File: config.mk
export PLATFORM = sky130hd
export DESIGN_NAME = ex_multicycle
export DESIGN_NICKNAME = d
export VERILOG_FILES = /design/src/rtl/ex_multicycle.sv
export SDC_FILE = /design/constraint.sdc
export NUM_CORES = 1
export LEC_CHECK = 0
export CORE_ASPECT_RATIO = 2
export CORE_MARGIN = 3
export CORE_UTILIZATION = 52
export DETAILED_ROUTE_END_ITERATION = 6
export PLACE_DENSITY = 0.8
export SLEW_MARGIN = 5
export SYNTH_ARGS = -nofsm -noshare
export SYNTH_HDL_FRONTEND = slang
export SYNTH_SLANG_ARGS = --single-unit
File: constraint.sdc
create_clock -name clk -period 3.8 [get_ports clk]
set_clock_uncertainty 0.05 [all_clocks]
set_input_delay 0.76 -clock clk [delete_from_list [all_inputs] [get_ports clk]]
set_output_delay 0.76 -clock clk [all_outputs]
set_load 0.05 [all_outputs]
File: src/rtl/ex_multicycle.sv
// Execute stage: single-cycle logic/shift ALU plus a multi-cycle restoring
// divider (DIV/DIVU) that stalls the pipeline until the quotient/remainder are ready.
module ex_multicycle #(
    parameter int DATA_W  = 32,
    parameter int SHAMT_W = 5
) (
    input  logic              clk,
    input  logic              rst,
    input  logic [7:0]        aluop_i,
    input  logic [2:0]        alusel_i,
    input  logic [DATA_W-1:0] rdata1_i,
    input  logic [DATA_W-1:0] rdata2_i,
    input  logic [4:0]        waddr_reg_i,
    input  logic              we_reg_i,
    input  logic              annul_i,
    output logic [4:0]        waddr_reg_o,
    output logic              we_reg_o,
    output logic [DATA_W-1:0] wdata_o,
    output logic              whilo_o,
    output logic [DATA_W-1:0] hi_o,
    output logic [DATA_W-1:0] lo_o,
    output logic              stall_req_o
);

    localparam logic [7:0] OP_AND  = 8'b0010_0100;
    localparam logic [7:0] OP_OR   = 8'b0010_0101;
    localparam logic [7:0] OP_XOR  = 8'b0010_0110;
    localparam logic [7:0] OP_NOR  = 8'b0010_0111;
    localparam logic [7:0] OP_SLL  = 8'b0111_1100;
    localparam logic [7:0] OP_SRL  = 8'b0000_0010;
    localparam logic [7:0] OP_SRA  = 8'b0000_0011;
    localparam logic [7:0] OP_DIV  = 8'b0001_1010;
    localparam logic [7:0] OP_DIVU = 8'b0001_1011;

    localparam logic [2:0] SEL_LOGIC = 3'b001;
    localparam logic [2:0] SEL_SHIFT = 3'b010;

    localparam logic [SHAMT_W:0] CNT_FULL = (SHAMT_W+1)'(DATA_W);
    localparam logic [SHAMT_W:0] CNT_ONE  = (SHAMT_W+1)'(1);

    typedef enum logic [1:0] {
        IDLE = 2'd0,
        BUSY = 2'd1,
        DONE = 2'd2
    } div_state_t;

    div_state_t        state_q, state_nxt;
    logic [SHAMT_W:0]  cnt_q, cnt_nxt;
    logic [DATA_W-1:0] dvd_q, dvd_nxt;
    logic [DATA_W-1:0] dvs_q, dvs_nxt;
    logic [DATA_W-1:0] rem_q, rem_nxt;
    logic              qneg_q, qneg_nxt;
    logic              rneg_q, rneg_nxt;

    logic              is_div, is_sdiv;
    logic              a_neg, b_neg;
    logic [DATA_W-1:0] a_mag, b_mag;
    logic [DATA_W:0]   rem_sh, diff;
    logic [DATA_W-1:0] logic_res, shift_res;
    logic [DATA_W-1:0] quo_fix, rem_fix;
    logic [SHAMT_W-1:0] shamt;

    assign is_div  = (aluop_i == OP_DIV) || (aluop_i == OP_DIVU);
    assign is_sdiv = (aluop_i == OP_DIV);
    assign a_neg   = is_sdiv & rdata1_i[DATA_W-1];
    assign b_neg   = is_sdiv & rdata2_i[DATA_W-1];
    assign a_mag   = a_neg ? ('0 - rdata1_i) : rdata1_i;
    assign b_mag   = b_neg ? ('0 - rdata2_i) : rdata2_i;
    assign shamt   = rdata2_i[SHAMT_W-1:0];

    always_comb begin
        logic_res = '0;
        case (aluop_i)
            OP_OR:   logic_res = rdata1_i | rdata2_i;
            OP_AND:  logic_res = rdata1_i & rdata2_i;
            OP_NOR:  logic_res = ~(rdata1_i | rdata2_i);
            OP_XOR:  logic_res = rdata1_i ^ rdata2_i;
            default: logic_res = '0;
        endcase
    end

    always_comb begin
        shift_res = '0;
        case (aluop_i)
            OP_SLL:  shift_res = rdata1_i << shamt;
            OP_SRL:  shift_res = rdata1_i >> shamt;
            OP_SRA:  shift_res = $signed(rdata1_i) >>> shamt;
            default: shift_res = '0;
        endcase
    end

    // Remainder is kept one bit wider during the trial subtract so its sign shows the borrow.
    assign rem_sh = {rem_q, dvd_q[DATA_W-1]};
    assign diff   = rem_sh - {1'b0, dvs_q};

    always_comb begin
        state_nxt = state_q;
        cnt_nxt   = cnt_q;
        dvd_nxt   = dvd_q;
        dvs_nxt   = dvs_q;
        rem_nxt   = rem_q;
        qneg_nxt  = qneg_q;
        rneg_nxt  = rneg_q;
        case (state_q)
            IDLE: begin
                if (is_div && !annul_i) begin
                    qneg_nxt = a_neg ^ b_neg;
                    rneg_nxt = a_neg;
                    dvs_nxt  = b_mag;
                    rem_nxt  = '0;
                    if (rdata2_i == '0) begin
                        dvd_nxt   = '0;
                        state_nxt = DONE;
                    end else begin
                        dvd_nxt   = a_mag;
                        cnt_nxt   = CNT_FULL;
                        state_nxt = BUSY;
                    end
                end
            end
            BUSY: begin
                if (!diff[DATA_W]) begin
                    rem_nxt = diff[DATA_W-1:0];
                    dvd_nxt = {dvd_q[DATA_W-2:0], 1'b1};
                end else begin
                    rem_nxt = rem_sh[DATA_W-1:0];
                    dvd_nxt = {dvd_q[DATA_W-2:0], 1'b0};
                end
                cnt_nxt = cnt_q - CNT_ONE;
                if (cnt_q == CNT_ONE) state_nxt = DONE;
            end
            DONE:    state_nxt = IDLE;
            default: state_nxt = IDLE;
        endcase
        if (annul_i) state_nxt = IDLE;
    end

    always_ff @(posedge clk) begin
        if (rst) begin
            state_q <= IDLE;
            cnt_q   <= '0;
            dvd_q   <= '0;
            dvs_q   <= '0;
            rem_q   <= '0;
            qneg_q  <= 1'b0;
            rneg_q  <= 1'b0;
        end else begin
            state_q <= state_nxt;
            cnt_q   <= cnt_nxt;
            dvd_q   <= dvd_nxt;
            dvs_q   <= dvs_nxt;
            rem_q   <= rem_nxt;
            qneg_q  <= qneg_nxt;
            rneg_q  <= rneg_nxt;
        end
    end

    assign quo_fix = qneg_q ? ('0 - dvd_q) : dvd_q;
    assign rem_fix = rneg_q ? ('0 - rem_q) : rem_q;

    always_comb begin
        waddr_reg_o = '0;
        we_reg_o    = 1'b0;
        wdata_o     = '0;
        whilo_o     = 1'b0;
        hi_o        = '0;
        lo_o        = '0;
        stall_req_o = 1'b0;
        if (!rst) begin
            waddr_reg_o = waddr_reg_i;
            we_reg_o    = we_reg_i & ~is_div;
            case (alusel_i)
                SEL_LOGIC: wdata_o = logic_res;
                SEL_SHIFT: wdata_o = shift_res;
                default:   wdata_o = '0;
            endcase
            if (state_q == DONE) begin
                hi_o    = rem_fix;
                lo_o    = quo_fix;
                whilo_o = ~annul_i;
            end
            stall_req_o = is_div && (state_q != DONE) && !annul_i;
        end
    end

endmodule
==> results.py <==
metrics = {
    "status": {
        "status": "finished, violations left",
        "violations": "DRC, setup timing",
    },
    "cts": {
        "clockBufferDepth": 2,
        "cts_buffers": 9,
        "clk_pin_slew_ns": 0.08,
        "cts_max_level": 3,
        "clk_latency_ns": 0.38,
        "cts-root-buf": "clkbuf_16",
        "hold_buffers": 0,
        "cts_tree": "done",
        "cts_sinks": 106,
    },
    "place": {
        "place_hpwl_um": 57400,
        "port_buffers": 187,
        "place_area_um2": 20400,
        "gp_congestion": 1.17,
    },
    "synth": {
        "synth_area_leaders": "dfxtp_1, ha_1, mux4_2",
        "synth_cell_types": 78,
        "synth_cells": 1994,
        "synthFlopType": "dfxtp_1",
        "ys_warn_count": 0,
        "yosysTopAreaCell": "dfxtp_1",
        "async_flop_share_pct": 0,
        "syn-num-nets": 2182,
        "synth_commonest_cells": "nor2_1, nand2_1, a21oi_1",
        "synth_seq_area_share_pct": 14.6,
        "synth_enable_flop_cells": 0,
        "netlist_area_um2": 14600,
        "synth_seq_cells": 106,
        "synth_top_area_share_pct": 14.6,
        "synth_most_common_cell": "nor2_1",
        "syn_avg_cell_area_um2": 7.30,
    },
    "timing": {
        "setup_viol": 53,
        "slew_headroom_pct": 22.8,
        "period_share_pct": 109,
        "setup_slack_ns": -0.359,
        "hold_violations": 0,
        "fmaxAchievable_mhz": 240,
        "worst_pin_slew_ns": 1.16,
        "rsz0062_at_grt": "yes",
        "min_period_ns": 4.16,
        "slew_violations": 0,
        "setup_tns_ns": -4.88,
    },
    "setup_path": {
        "crit_type": "register to primary output",
        "worstPathRequired_ns": 2.99,
        "crit_top_cell": "buf_4",
        "rr_worst_depth": 15,
        "r2r_setup_slack_ns": -0.07,
        "end_kind": "primary output",
        "worstPathMaxFanout": 2,
        "cp-start-kind": "register",
        "reg2reg_from": "dvd_q[31]$_SDFFE_PP0P_",
        "cpLargestDelayFamily": "buffers and inverters",
        "cpPeakStageDelay_ns": 0.33,
        "cp_num_buf_inv": 14,
        "slowest_stage": "dfxtp_1",
        "cp_cell_sequence": "inv_1 > ha_2 > nand3b_1 > buf_4 > buf_4 > buf_4 > buf_4 > buf_4 > buf_4 > buf_4 > buf_4 > buf_4 > buf_4 > buf_4 > buf_4 > o31ai_4 > xor2_1 > nor2_2 > buf_12",
        "reg2reg_to": "rem_q[3]$_SDFFE_PP0P_",
        "cp.arrival_ns": 3.35,
        "crit_cells": 19,
    },
    "global_route": {
        "grt_pass1_vias": 20100,
        "grt_antenna_before_repair": 4,
        "track_usage_pct": 51.7,
        "grt_pass1_wl_um": 120000,
        "grt_max_degree": 105,
        "grt-ovfl-total": 0,
    },
    "min_path": {
        "hp-start": "dvs_q[27]$_SDFFE_PP0P_",
        "holdPathStages": 2,
        "hp-class": "register to register",
        "worstHoldEndpoint": "dvs_q[27]$_SDFFE_PP0P_",
    },
    "routing": {
        "drc": 37,
        "via_per_inst": 7.10,
        "wire_per_inst_um": 30.0,
        "drtIter0Drc": 3141,
        "finalWirelength_um": 85700,
        "dr_total_vias": 20300,
        "ant_nets": 0,
        "dr.pass1.iters": 7,
    },
    "power_and_ir_drop": {
        "ir_drop_uv": 246,
        "power_density_nw_per_um2": 176,
        "p_leak_nw": 9.29,
    },
    "run": {
        "maxCapViolations": 0,
    },
    "die": {
        "core-area_um2": 27500,
        "start_util_pct": 52.9,
        "io_pins": 188,
        "die_w_um": 124,
        "dieArea_um2": 30200,
        "rows": 86,
        "die_h_um": 243,
    },
    "cells_and_area": {
        "layout-drive-gt1-share_pct": 36.4,
        "post-route-cell-area_um2": 22700,
        "fin_nets": 2683,
        "synthToLayoutAreaGrowth_pct": 55.7,
    },
}
## sequential cells by signal, summed over array words and instances (netlist names)
register / cells
state_q: 2
dvs_q: 32
dvd_q: 32
cnt_q: 6
qneg_q: 1
rem_q: 32
rneg_q: 1
## tightest hold or removal path, stage by stage (launching register included)
cell and delay (ns):
dfxtp_1 0.32, nand2_1 0.05, a21oi_1 0.05
## per-stage QoR
stage | cells | utilization [%] | hold WS (ns) | power [mW] | setup WS [ns]
finish | 2854 | 82.3 | 0.424 | 3.98 | -0.359
global route | 2854 | 82.3 | 0.464 | 4.06 | -0.683
CTS | 2825 | 79.1 | 0.423 | 3.71 | -0.234
detailed placement | 2753 | 74.0 | 0.401 | 2.60 | -0.600
global placement | 2753 | 74.0 | 0.394 | 2.58 | -0.622
floorplan | 1994 | - | 0.382 | 1.82 | -0.351
## area by class of cell
class,count,area [µm²]
well taps,352,440
diodes,2,5.00
inverters,114,434
fillers,1655,4880
clock buffers,9,225
repair buffers,640,6650
flip-flops and latches,106,2140
multi-input cells,1624,12700
clock inverters,7,96.3
## layer usage
layer / global-route usage, % / wire length (µm) / share of wire, %
met1: 44.8 / 23200 / 27
met2: 85.1 / 38800 / 45
met3: 19.8 / 10500 / 12
met4: 57.1 / 13100 / 15
met5: 0.327 / 54 / 0.063
## logic make-up after synthesis
logic type                 synth area share (%)
and+or+nand+nor                            20.3
AOI/OAI and AO/OA                          24.8
buffers and inverters                      6.88
xor gates and xnor gates                   10.6
muxes                                      13.9
DFF                                        14.6
adders and majority gates                  8.99
## report_power, final
group | switching, mW | internal [mW] | leakage (nW)
Combinational | 1.06 | 0.790 | 8.27
Sequential | 0.00266 | 1.11 | 0.859
Clock | 0.540 | 0.484 | 0.156
## repair_timing
item | in CTS | in global routing
resized for setup | 247 | 200
gates cloned | 9 | 2
pin swaps | 51 | 66
setup endpoints to repair | 66 | 88
buffers inserted | 48 | 28
## worst max path at each step
stage | start | to | slack (ns)
final | rem_q[0]$_SDFFE_PP0P_ | hi_o[8] | -0.36
after global routing | rem_q[9]$_SDFFE_PP0P_ | rem_q[31]$_SDFFE_PP0P_ | -0.68
after CTS | rem_q[4]$_SDFFE_PP0P_ | hi_o[28] | -0.23
after detailed placement | rdata1_i[17] | wdata_o[31] | -0.60
after global placement | rdata1_i[19] | wdata_o[31] | -0.62
after floorplan | rdata2_i[1] | wdata_o[17] | -0.35
## layout by cell type, fill, tap and decap left out, types with 26 or more instances in the layout
| cell | instances |
|---|---|
| inv_1 | 109 |
| nand2_1 | 171 |
| xor2_1 | 64 |
| a21oi_1 | 117 |
| nand3_1 | 29 |
| xnor2_1 | 110 |
| o21ai_0 | 100 |
| dfxtp_1 | 96 |
| clkdlybuf4s50_1 | 41 |
| a22oi_1 | 31 |
| mux2i_1 | 49 |
| ha_1 | 101 |
| a211oi_1 | 26 |
| nor2_1 | 232 |
| buf_4 | 388 |
| buf_6 | 37 |
| mux4_2 | 57 |
| nor3_1 | 41 |
| nor2_2 | 37 |
| buf_12 | 113 |
(Power assumes the default switching activity.)
